## src/rtl/mem_wb_if.sv

```systemverilog
// MEM -> WB stage bus: result fields plus the valid/allowin handshake.
// Handshake: a transfer happens on a clk edge where mem_wb_valid & wb_allowin are both 1.
interface mem_wb_if #(
    parameter int XLEN          = 32,
    parameter int RF_ADDR_WIDTH = 5
);
    logic                     wb_allowin;
    logic                     mem_wb_valid;
    logic                     wb_valid;
    logic [XLEN-1:0]          wb_pc;
    logic [XLEN-1:0]          wb_inst;
    logic                     wb_req_rf;
    logic [RF_ADDR_WIDTH-1:0] wb_rf_waddr;
    logic [XLEN-1:0]          wb_rf_wdata;
    logic                     wb_load_misal;
    logic                     wb_exp_flag;
    logic                     wb_int_flag;
    logic                     wb_inst_addr_misal;
    logic                     wb_is_illg_inst;
    logic                     wb_is_ecall_inst;
    logic                     wb_is_ebreak_inst;

    modport master (
        input  wb_allowin,
        output mem_wb_valid, wb_valid, wb_pc, wb_inst, wb_req_rf, wb_rf_waddr,
               wb_rf_wdata, wb_load_misal, wb_exp_flag, wb_int_flag,
               wb_inst_addr_misal, wb_is_illg_inst, wb_is_ecall_inst, wb_is_ebreak_inst
    );

    modport slave (
        output wb_allowin,
        input  mem_wb_valid, wb_valid, wb_pc, wb_inst, wb_req_rf, wb_rf_waddr,
               wb_rf_wdata, wb_load_misal, wb_exp_flag, wb_int_flag,
               wb_inst_addr_misal, wb_is_illg_inst, wb_is_ecall_inst, wb_is_ebreak_inst
    );
endinterface

```

## src/rtl/mem_wb.sv

```systemverilog
// Memory stage controller and MEM/WB register: waits for load data, extracts and
// extends it, flags misaligned loads and discards responses of flushed loads.
module mem_wb #(
    parameter int XLEN          = 32,
    parameter int RF_ADDR_WIDTH = 5
) (
    input  logic                     clk,
    input  logic                     rst_n,
    input  logic                     pipe_flush,
    input  logic                     ex_mem_valid,
    output logic                     mem_allowin,
    output logic                     mem_valid,
    input  logic [XLEN-1:0]          mem_pc,
    input  logic [XLEN-1:0]          mem_inst,
    input  logic                     mem_req_rf,
    input  logic [RF_ADDR_WIDTH-1:0] mem_rf_waddr,
    input  logic [XLEN-1:0]          mem_alu_res,
    input  logic                     mem_is_load,
    input  logic [1:0]               mem_ls_addr_2low,
    input  logic [4:0]               mem_l_mask,
    input  logic                     ex2mem_exp_flag,
    input  logic                     ex2mem_int_flag,
    input  logic                     ex2mem_inst_addr_misal,
    input  logic                     ex2mem_is_illg_inst,
    input  logic                     ex2mem_is_ecall_inst,
    input  logic                     ex2mem_is_ebreak_inst,
    input  logic                     dmem_rvalid,
    input  logic [XLEN-1:0]          dmem_rdata,
    mem_wb_if.master                 wb,
    output logic [1:0]               dbg_state,
    output logic                     dbg_drop
);
    typedef enum logic [1:0] {S_IDLE = 2'd0, S_WAIT = 2'd1, S_HAVE = 2'd2} state_t;

    state_t          state, state_nxt;
    logic [1:0]      drop_cnt, drop_nxt;
    logic [XLEN-1:0] ld_buf, buf_nxt;
    logic            misal, aligned_load, usable_rvalid, mem_ready_go, pending;
    logic [2:0]      outstanding;
    logic [XLEN-1:0] ld_word, ld_data, res_data;
    logic [7:0]      ld_byte;
    logic [15:0]     ld_half;

    assign misal = mem_is_load &
                   ((mem_l_mask[4] & (mem_ls_addr_2low != 2'b00)) |
                    ((mem_l_mask[2] | mem_l_mask[3]) & mem_ls_addr_2low[0]));
    assign aligned_load  = mem_valid & mem_is_load & ~misal;
    assign usable_rvalid = dmem_rvalid & (drop_cnt == 2'd0);
    assign mem_ready_go  = ~mem_is_load | misal | (state == S_HAVE) | usable_rvalid;
    assign wb.mem_wb_valid = mem_valid & mem_ready_go;
    assign mem_allowin   = ~mem_valid | (mem_ready_go & wb.wb_allowin);

    // drop counts responses still owed to killed loads; a count rather than a
    // flag so a load waiting behind a stale response survives a second flush.
    assign pending     = (state == S_WAIT) | ((state == S_IDLE) & aligned_load);
    assign outstanding = {1'b0, drop_cnt} + {2'b00, pending};

    always_comb begin
        state_nxt = state;
        buf_nxt   = ld_buf;
        drop_nxt  = drop_cnt;
        if (pipe_flush) begin
            state_nxt = S_IDLE;
            buf_nxt   = '0;
            if (dmem_rvalid && outstanding != 3'd0) drop_nxt = 2'(outstanding - 3'd1);
            else                                    drop_nxt = outstanding[1:0];
        end else begin
            if (drop_cnt != 2'd0 && dmem_rvalid) drop_nxt = drop_cnt - 2'd1;
            case (state)
                S_IDLE: if (aligned_load) begin
                    if (!usable_rvalid) state_nxt = S_WAIT;
                    else if (!wb.wb_allowin) begin
                        state_nxt = S_HAVE;
                        buf_nxt   = dmem_rdata;
                    end
                end
                S_WAIT: if (usable_rvalid) begin
                    if (wb.wb_allowin) state_nxt = S_IDLE;
                    else begin
                        state_nxt = S_HAVE;
                        buf_nxt   = dmem_rdata;
                    end
                end
                S_HAVE: if (wb.mem_wb_valid && wb.wb_allowin) state_nxt = S_IDLE;
                default: state_nxt = S_IDLE;
            endcase
        end
    end

    always_ff @(posedge clk) begin
        if (!rst_n) begin
            state    <= S_IDLE;
            drop_cnt <= 2'd0;
            ld_buf   <= '0;
        end else begin
            state    <= state_nxt;
            drop_cnt <= drop_nxt;
            ld_buf   <= buf_nxt;
        end
    end

    assign ld_word = (state == S_HAVE) ? ld_buf : dmem_rdata;
    assign ld_half = mem_ls_addr_2low[1] ? ld_word[31:16] : ld_word[15:0];

    always_comb begin
        case (mem_ls_addr_2low)
            2'd1:    ld_byte = ld_word[15:8];
            2'd2:    ld_byte = ld_word[23:16];
            2'd3:    ld_byte = ld_word[31:24];
            default: ld_byte = ld_word[7:0];
        endcase
    end

    always_comb begin
        ld_data = ld_word;
        if      (mem_l_mask[0]) ld_data = {{(XLEN-8){ld_byte[7]}}, ld_byte};
        else if (mem_l_mask[1]) ld_data = {{(XLEN-8){1'b0}}, ld_byte};
        else if (mem_l_mask[2]) ld_data = {{(XLEN-16){ld_half[15]}}, ld_half};
        else if (mem_l_mask[3]) ld_data = {{(XLEN-16){1'b0}}, ld_half};
    end

    // A misaligned load carries its faulting address in the data field.
    assign res_data = (mem_is_load & ~misal) ? ld_data : mem_alu_res;

    always_ff @(posedge clk) begin
        if (!rst_n)          mem_valid <= 1'b0;
        else if (pipe_flush) mem_valid <= 1'b0;
        else if (mem_allowin) mem_valid <= ex_mem_valid;
    end

    always_ff @(posedge clk) begin
        if (!rst_n) begin
            wb.wb_valid           <= 1'b0;
            wb.wb_pc              <= '0;
            wb.wb_inst            <= '0;
            wb.wb_req_rf          <= 1'b0;
            wb.wb_rf_waddr        <= '0;
            wb.wb_rf_wdata        <= '0;
            wb.wb_load_misal      <= 1'b0;
            wb.wb_exp_flag        <= 1'b0;
            wb.wb_int_flag        <= 1'b0;
            wb.wb_inst_addr_misal <= 1'b0;
            wb.wb_is_illg_inst    <= 1'b0;
            wb.wb_is_ecall_inst   <= 1'b0;
            wb.wb_is_ebreak_inst  <= 1'b0;
        end else if (pipe_flush) begin
            wb.wb_valid  <= 1'b0;
            wb.wb_req_rf <= 1'b0;
        end else if (wb.mem_wb_valid && wb.wb_allowin) begin
            wb.wb_valid           <= 1'b1;
            wb.wb_pc              <= mem_pc;
            wb.wb_inst            <= mem_inst;
            wb.wb_req_rf          <= mem_req_rf & ~misal;
            wb.wb_rf_waddr        <= mem_rf_waddr;
            wb.wb_rf_wdata        <= res_data;
            wb.wb_load_misal      <= misal;
            wb.wb_exp_flag        <= ex2mem_exp_flag;
            wb.wb_int_flag        <= ex2mem_int_flag;
            wb.wb_inst_addr_misal <= ex2mem_inst_addr_misal;
            wb.wb_is_illg_inst    <= ex2mem_is_illg_inst;
            wb.wb_is_ecall_inst   <= ex2mem_is_ecall_inst;
            wb.wb_is_ebreak_inst  <= ex2mem_is_ebreak_inst;
        end else if (wb.wb_allowin) begin
            wb.wb_valid <= 1'b0;
        end
    end

    assign dbg_state = state;
    assign dbg_drop  = (drop_cnt != 2'd0);
endmodule

```

## src/flat_wrapper.sv

```systemverilog
// flat-port wrapper written by rule: the top's interface ports become plain ports
module mem_wb_flat 
#(
    parameter int XLEN          = 32,
    parameter int RF_ADDR_WIDTH = 5
)
  (clk, rst_n, pipe_flush, ex_mem_valid, mem_allowin, mem_valid, mem_pc, mem_inst, mem_req_rf, mem_rf_waddr, mem_alu_res, mem_is_load, mem_ls_addr_2low, mem_l_mask, ex2mem_exp_flag, ex2mem_int_flag, ex2mem_inst_addr_misal, ex2mem_is_illg_inst, ex2mem_is_ecall_inst, ex2mem_is_ebreak_inst, dmem_rvalid, dmem_rdata, dbg_state, dbg_drop, wb_wb_allowin, wb_mem_wb_valid, wb_wb_valid, wb_wb_pc, wb_wb_inst, wb_wb_req_rf, wb_wb_rf_waddr, wb_wb_rf_wdata, wb_wb_load_misal, wb_wb_exp_flag, wb_wb_int_flag, wb_wb_inst_addr_misal, wb_wb_is_illg_inst, wb_wb_is_ecall_inst, wb_wb_is_ebreak_inst);
  mem_wb_if #(.XLEN(XLEN), .RF_ADDR_WIDTH(RF_ADDR_WIDTH)) wb_i ();
  input  logic clk;
  input  logic rst_n;
  input  logic pipe_flush;
  input  logic ex_mem_valid;
  output logic mem_allowin;
  output logic mem_valid;
  input  logic [XLEN-1:0] mem_pc;
  input  logic [XLEN-1:0] mem_inst;
  input  logic mem_req_rf;
  input  logic [RF_ADDR_WIDTH-1:0] mem_rf_waddr;
  input  logic [XLEN-1:0] mem_alu_res;
  input  logic mem_is_load;
  input  logic [1:0] mem_ls_addr_2low;
  input  logic [4:0] mem_l_mask;
  input  logic ex2mem_exp_flag;
  input  logic ex2mem_int_flag;
  input  logic ex2mem_inst_addr_misal;
  input  logic ex2mem_is_illg_inst;
  input  logic ex2mem_is_ecall_inst;
  input  logic ex2mem_is_ebreak_inst;
  input  logic dmem_rvalid;
  input  logic [XLEN-1:0] dmem_rdata;
  output logic [1:0] dbg_state;
  output logic dbg_drop;
  input wire logic [$bits(wb_i.wb_allowin)-1:0] wb_wb_allowin;
  output wire logic [$bits(wb_i.mem_wb_valid)-1:0] wb_mem_wb_valid;
  output wire logic [$bits(wb_i.wb_valid)-1:0] wb_wb_valid;
  output wire logic [$bits(wb_i.wb_pc)-1:0] wb_wb_pc;
  output wire logic [$bits(wb_i.wb_inst)-1:0] wb_wb_inst;
  output wire logic [$bits(wb_i.wb_req_rf)-1:0] wb_wb_req_rf;
  output wire logic [$bits(wb_i.wb_rf_waddr)-1:0] wb_wb_rf_waddr;
  output wire logic [$bits(wb_i.wb_rf_wdata)-1:0] wb_wb_rf_wdata;
  output wire logic [$bits(wb_i.wb_load_misal)-1:0] wb_wb_load_misal;
  output wire logic [$bits(wb_i.wb_exp_flag)-1:0] wb_wb_exp_flag;
  output wire logic [$bits(wb_i.wb_int_flag)-1:0] wb_wb_int_flag;
  output wire logic [$bits(wb_i.wb_inst_addr_misal)-1:0] wb_wb_inst_addr_misal;
  output wire logic [$bits(wb_i.wb_is_illg_inst)-1:0] wb_wb_is_illg_inst;
  output wire logic [$bits(wb_i.wb_is_ecall_inst)-1:0] wb_wb_is_ecall_inst;
  output wire logic [$bits(wb_i.wb_is_ebreak_inst)-1:0] wb_wb_is_ebreak_inst;
  assign wb_i.wb_allowin = wb_wb_allowin;
  assign wb_mem_wb_valid = wb_i.mem_wb_valid;
  assign wb_wb_valid = wb_i.wb_valid;
  assign wb_wb_pc = wb_i.wb_pc;
  assign wb_wb_inst = wb_i.wb_inst;
  assign wb_wb_req_rf = wb_i.wb_req_rf;
  assign wb_wb_rf_waddr = wb_i.wb_rf_waddr;
  assign wb_wb_rf_wdata = wb_i.wb_rf_wdata;
  assign wb_wb_load_misal = wb_i.wb_load_misal;
  assign wb_wb_exp_flag = wb_i.wb_exp_flag;
  assign wb_wb_int_flag = wb_i.wb_int_flag;
  assign wb_wb_inst_addr_misal = wb_i.wb_inst_addr_misal;
  assign wb_wb_is_illg_inst = wb_i.wb_is_illg_inst;
  assign wb_wb_is_ecall_inst = wb_i.wb_is_ecall_inst;
  assign wb_wb_is_ebreak_inst = wb_i.wb_is_ebreak_inst;
  mem_wb #(.XLEN(XLEN), .RF_ADDR_WIDTH(RF_ADDR_WIDTH)) u_core (.clk(clk), .rst_n(rst_n), .pipe_flush(pipe_flush), .ex_mem_valid(ex_mem_valid), .mem_allowin(mem_allowin), .mem_valid(mem_valid), .mem_pc(mem_pc), .mem_inst(mem_inst), .mem_req_rf(mem_req_rf), .mem_rf_waddr(mem_rf_waddr), .mem_alu_res(mem_alu_res), .mem_is_load(mem_is_load), .mem_ls_addr_2low(mem_ls_addr_2low), .mem_l_mask(mem_l_mask), .ex2mem_exp_flag(ex2mem_exp_flag), .ex2mem_int_flag(ex2mem_int_flag), .ex2mem_inst_addr_misal(ex2mem_inst_addr_misal), .ex2mem_is_illg_inst(ex2mem_is_illg_inst), .ex2mem_is_ecall_inst(ex2mem_is_ecall_inst), .ex2mem_is_ebreak_inst(ex2mem_is_ebreak_inst), .dmem_rvalid(dmem_rvalid), .dmem_rdata(dmem_rdata), .wb(wb_i), .dbg_state(dbg_state), .dbg_drop(dbg_drop));
endmodule
```

## config.mk

```make
export PLATFORM = sky130hd
export DESIGN_NAME = mem_wb_flat
export DESIGN_NICKNAME = d
export VERILOG_FILES = /design/src/rtl/mem_wb_if.sv /design/src/rtl/mem_wb.sv /design/src/flat_wrapper.sv
export SDC_FILE = /design/constraint.sdc
export NUM_CORES = 1
export LEC_CHECK = 0
export CAP_MARGIN = 20
export CORE_ASPECT_RATIO = 0.5
export CORE_MARGIN = 4
export CORE_UTILIZATION = 40
export CTS_CLUSTER_DIAMETER = 100
export DETAILED_ROUTE_END_ITERATION = 16
export PLACE_DENSITY_LB_ADDON = 0.05
export SYNTH_ARGS = -nofsm -noshare
export SYNTH_HDL_FRONTEND = slang
export SYNTH_SLANG_ARGS = --single-unit
```

## constraint.sdc

```tcl
create_clock -name clk -period 6.29 [get_ports clk]
set_input_delay 1.258 -clock clk [delete_from_list [all_inputs] [get_ports clk]]
set_output_delay 1.258 -clock clk [all_outputs]
set_load 0.03 [all_outputs]
```

### Yosys cells after proc, flatten, opt, wreduce, memory -nomap -nowiden

Cells that the tools add are included.

| operators by class | value |
|---|---|
| equal/unequal tests | 9 |
| add/sub/neg operators | 3 |
| bitwise logic cells | 23 |
| muxes and demuxes | 24 |
| reductions and logical operators | 15 |

Operator list:

| cell | number |
|---|---|
| $mux 32 | 9 |
| $pmux 32 s2 | 1 |
| $pmux 8 s3 | 1 |
| $mux 2 | 9 |
| $mux 16 | 1 |
| $and 1x1->1 | 11 |
| $reduce_bool 2->1 | 5 |
| $or 1x1->1 | 7 |
| $eq 2x2->1 const B | 3 |
| $pmux 2 s3 | 1 |
| $not 1->1 | 5 |
| $eq 2x1->1 const B | 2 |
| $logic_not 2->1 | 2 |
| $ne 2x1->1 const B | 2 |
| $reduce_and 2->1 | 2 |
| $reduce_and 4->1 | 1 |
| $sub 2x1->2 const B | 2 |
| $add 2x1->3 | 1 |
| $logic_and 1x1->1 | 3 |
| $ne 3x3->1 const B | 1 |
| $reduce_bool 3->1 | 1 |
| $mux 1 | 2 |
| $ne 2x2->1 const B | 1 |
| $reduce_or 2->1 | 1 |

| word-level totals | value |
|---|---|
| bits of input ports | 154 |
| output and inout bits | 116 |
| register bits | 147 |
| word-level logic and storage cells | 91 |

### Depth between registers and ports, before layout

| depth | value |
|---|---|
| depth after elaboration | 13 |
| depth in mapped cells | 15 |
| depth with buffers taken out | 14 |

### Worst setup path after synthesis

No wires, ideal clock.

| timing | value |
|---|---|
| path kind | input-to-output |
| start point | in mem_l_mask[2] |
| end point | out mem_allowin |
| data required time | 5.032 ns |
| stages on the path | 5 |
| arrival time | 2.389 ns |
| buffers on the path | 1 |
| slack | 2.643 ns |
| cell sequence | o31ai_2 > nand3_1 > clkbuf_1 > o21ai_0 > nand2_1 |

| between the ends | value |
|---|---|
| word-level cells in the longest chain between the ends | 9 |

Ends and longest elaborated chain:

| item | RTL line | RTL |
|---|---|---|
| start, declared | flat_wrapper.sv:22 | `input logic [4:0] mem_l_mask;` |
| $or 1x1->1 | mem_wb.sv:46 | `((mem_l_mask[2] \| mem_l_mask[3]) & mem_ls_addr_2low[0]));` |
| $and 1x1->1 | mem_wb.sv:46 |  |
| $or 1x1->1 | mem_wb.sv:45 | `((mem_l_mask[4] & (mem_ls_addr_2low != 2'b00)) \|` |
| $and 1x1->1 | mem_wb.sv:44 | `assign misal = mem_is_load &` |
| $or 1x1->1 (3 in series) | mem_wb.sv:49 | `assign mem_ready_go = ~mem_is_load \| misal \| (state == S_HAVE) \| usable_rvalid;` |
| $and 1x1->1 | mem_wb.sv:51 | `assign mem_allowin = ~mem_valid \| (mem_ready_go & wb.wb_allowin);` |
| $or 1x1->1 | mem_wb.sv:51 |  |
| end, declared | flat_wrapper.sv:13 | `output logic mem_allowin;` |

Every way passes these cells.

### Worst setup path in the final report

| timing | value |
|---|---|
| start point | in mem_ls_addr_2low[0] |
| end point | out mem_allowin |

| between the ends | value |
|---|---|
| word-level cells in the longest chain between the ends | 9 |
| elaborated cells on any way between the ends | 10 |
| those cells by class | 9 x bitwise; 1 x reduce/logical |

Ends and longest elaborated chain:

| item | RTL line | RTL |
|---|---|---|
| start, declared | flat_wrapper.sv:21 | `input logic [1:0] mem_ls_addr_2low;` |
| $reduce_bool 2->1 | mem_wb.sv:45 |  |
| $and 1x1->1 | mem_wb.sv:45 |  |
| $or 1x1->1 (*) | mem_wb.sv:45 |  |
| $and 1x1->1 (*) | mem_wb.sv:44 |  |
| $or 1x1->1 (*) (3 in series) | mem_wb.sv:49 |  |
| $and 1x1->1 (*) | mem_wb.sv:51 |  |
| $or 1x1->1 (*) | mem_wb.sv:51 |  |

Every way passes the cells marked *; elsewhere a longest branch is shown, timed or not.

==> run summary <==
GPL Wtd Cong = 0.8410
Worst Hold Class = reg -> reg
clock skew = 0.01108 ns
Post-Syn Instances = 741
Area after DPL = 0.009321 mm2
Nets = 1143
H-Tree Depth = 4
fin crit period = 5.034 ns
CTS tree = built
Leak = 3.570 nW
Root Driver = clkbuf_16
Sw Pwr = 0.5436 mW
pwr dens = 229.3 mW/mm2
P&R area growth vs syn = 52.17%
clock latency on the worst-skew pair = 0.42 ns
Final Hold Fails = 0
Crit Path Max Fanout = 16
Vias = 6188
Tcrit/Tclk final = 80.04%
post-route design area = 0.009923 mm2
die height = 98.29 um
Pint = 1.732 mW
postcts setup bufs = 0
r2r endpoint = u_core.wb.wb_rf_wdata[17]
Routed Antenna Nets = 0
Die ar. = 0.01853 mm2
Post-Syn Area = 0.006521 mm2
Syn Area/Cell = 8.801 um2
Placement Setup Slack = 1.292 ns
EDFF count, synth = 0
Critical Path Start Type = input port
hold path endpoint = u_core.wb.wb_inst[18]
Async S/R FF share, synth = 0%
via count of the first global-routing pass = 5998
first-pass GRT wire length = 33.53 mm
Total Routing Usage GR = 22.64%
largest net degree at the start of global routing = 112
Slew HR = 32.64%
met3 usage = 7.107%
Placeable Area = 0.01570 mm2
crit path DAT = 3.78 ns
Site Rows = 32
R2R depth = 7
Clk pin slew, worst setup/hold paths = 0.06 ns
Comb pwr share = 12.4%
Initial Utilization = 41.55%
Final Power = 2.275 mW
CTS Buf Count = 17
drt pass-1 iters = 5
power share of the clock group = 45.7%
DR vias/cell = 5.076
Main synth FF type = dfxtp_1
total grt overflow = 0
Synth area leaders = dfxtp_1 (45%), nand2_1 (11%), mux2i_1 (9.4%)
detailed placer's ending HPWL = 15.21 mm
hold_buf cts = 0
Antenna Cells = 0
Yosys cell types = 53
CTS Buffer Depth = 2
met2 Track Usage GR = 36.41%
Ys Warns = 0
Sink Count = 147
Cells on Worst Hold Path = 2
max-capacitance violation count = 0
Slowest cell on crit path = clkdlybuf4s50_1
final worst setup slack = 1.256 ns
most crowded layer after global routing = met2
cell taking the most area after synthesis = dfxtp_1
CP dominant cell by count = clkdlybuf4s50_1
1st-iter DRT viols = 515
post-synthesis sequential area ratio = 45.13%
switching portion of total power = 23.89%
Slew Viols, Final = 0
final setup vio count = 0
WL/cell = 17.55 um
DRC violations left = 0
f_max = 0.1986 GHz
Sequential Power Share = 41.8%
CP endpoint kind = output pin
share of the synthesized area in the top cell type = 45.13%
die width = 188.6 um
CP Data Required Time = 5.03 ns
final setup TNS = 0 ns
Least-Margin Pin Slew = 1.010 ns
worst path cell trace = clkdlybuf4s50_1 > o31ai_2 > nand3_1 > o21ai_0 > nand2_1 > clkdlybuf4s50_1
share of layout cells above drive strength 1 = 5.611%
CTS resizes = 0
port bufs = 269
Setup CP Type = in -> out
RSZ-0062 raised after global routing = false
IO Count = 270
DRT Wirelength = 21.40 mm
initial antenna violation count = 0
Reg-to-Reg Start = u_core.dbg_state[0]
utilization after layout = 63.23%
worst hold start = u_core.wb.wb_inst[18]
largest stage delay on the critical path = 0.84 ns
post-synthesis register bit count = 147
maximum VDD drop = 167.5 uV
Post-Syn Nets = 899
Fillers = 1397
flop2flop setup slack = 3.23 ns
outcome = finished clean
grt met1 use = 29.65%
[worst max path at each step]
| stage | start | end | depth (start not counted) |
|---|---|---|---|
| floorplan | mem_l_mask[2] | mem_allowin | 5 |
| global placement | mem_ls_addr_2low[0] | mem_allowin | 6 |
| detailed placement | mem_ls_addr_2low[0] | mem_allowin | 6 |
| CTS | mem_ls_addr_2low[0] | mem_allowin | 6 |
| global route | mem_ls_addr_2low[0] | mem_allowin | 6 |
| finish | mem_ls_addr_2low[0] | mem_allowin | 6 |
[cell type report]
cell class                 count  area (um2)  share of cell area (%)
multi-input combinational    534        3321                   33.46
clock buffer                  20       446.7                   4.501
tap                          221       276.5                   2.787
timing repair buffer         278        2755                   27.76
clock inverter                12       155.1                   1.563
sequential                   147        2943                   29.66
inverter                       7       26.28                  0.2648
[state kept, by name, indices dropped and copies added, names as in the netlist]
name                          flops
u_core.wb.wb_rf_waddr             5
u_core.wb.wb_exp_flag             1
u_core.mem_valid                  1
u_core.wb.wb_valid                1
u_core.drop_cnt                   2
u_core.wb.wb_is_ecall_inst        1
u_core.wb.wb_int_flag             1
u_core.wb.wb_is_ebreak_inst       1
u_core.wb.wb_load_misal           1
u_core.wb.wb_inst                32
u_core.wb.wb_rf_wdata            32
u_core.wb.wb_inst_addr_misal      1
u_core.wb.wb_is_illg_inst         1
u_core.dbg_state                  2
u_core.wb.wb_pc                  32
u_core.wb.wb_req_rf               1
u_core.ld_buf                    32
[stage by stage]
step | hold slack (ns) | cells
3_3_place_gp | 0.4410 | 1187
3_5_place_dp | 0.4442 | 1187
6_report | 0.4504 | 1219
5_1_grt | 0.4625 | 1219
4_1_cts | 0.4525 | 1219
2_1_floorplan | 0.4527 | 741
[logic make-up (layout without fill, tap and decap cells)]
| group | count (synthesis) | in the layout | share of synthesized area (%) |
|---|---|---|---|
| AND/OR/NAND/NOR | 277 | 277 | 17.82 |
| AO/OA/AOI/OAI | 184 | 184 | 20.76 |
| flip-flops | 147 | 147 | 45.13 |
| multiplexers | 67 | 67 | 10.92 |
| buffers and inverters | 60 | 317 | 4.336 |
| adder cells (fa/ha/maj) | 4 | 4 | 0.7675 |
| XOR/XNOR | 2 | 2 | 0.2687 |
[critical path, delay by kind of cell]
family	cells	cell delay (ns)
simple gates	2	0.60
compound gates	2	0.40
buf+inv	2	1.51
[synth_stat cells (all sizes together) (4+ instances only)]
| master | count |
|---|---|
| ha | 4 |
| a221oi | 7 |
| o221ai | 23 |
| nor3 | 6 |
| nand3 | 6 |
| nand2 | 184 |
| clkbuf | 29 |
| dfxtp | 147 |
| o22a | 6 |
| buf | 24 |
| nand2b | 17 |
| mux2i | 61 |
| a21oi | 34 |
| inv | 7 |
| a21boi | 77 |
| o21ai | 12 |
| nor2 | 48 |
[power groups by stage]
stage | registers [mW] | clock network [mW] | logic (mW)
floorplan | 0.994 | 0 | 0.102
global placement | 0.972 | 0 | 0.279
detailed placement | 0.972 | 0 | 0.282
CTS | 0.951 | 1.07 | 0.284
global route | 0.952 | 1.11 | 0.305
finish | 0.952 | 1.04 | 0.283
[cell usage in the layout, fill, tap and decap left out, types with 16 or more instances in the layout]
cell type / synthesis / routed
a21oi_1: 33 / 33
a21boi_1: 17 / 16
clkdlybuf4s50_1: 0 / 268
nand2b_1: 17 / 16
nor2_1: 48 / 48
o221ai_1: 23 / 23
mux2i_1: 61 / 61
a21boi_0: 60 / 60
nand2_1: 184 / 184
clkbuf_16: 0 / 17
dfxtp_1: 147 / 147
[routing by layer]
| layer | vias up | share of wire (%) |
|---|---|---|
| li1 | 3063 | - |
| met1 | 2897 | 45 |
| met2 | 200 | 46 |
| met3 | 28 | 7.4 |
| met4 | 0 | 1.5 |
| met5 | - | 0 |
Note: power is estimated with default switching activity, not from simulation.
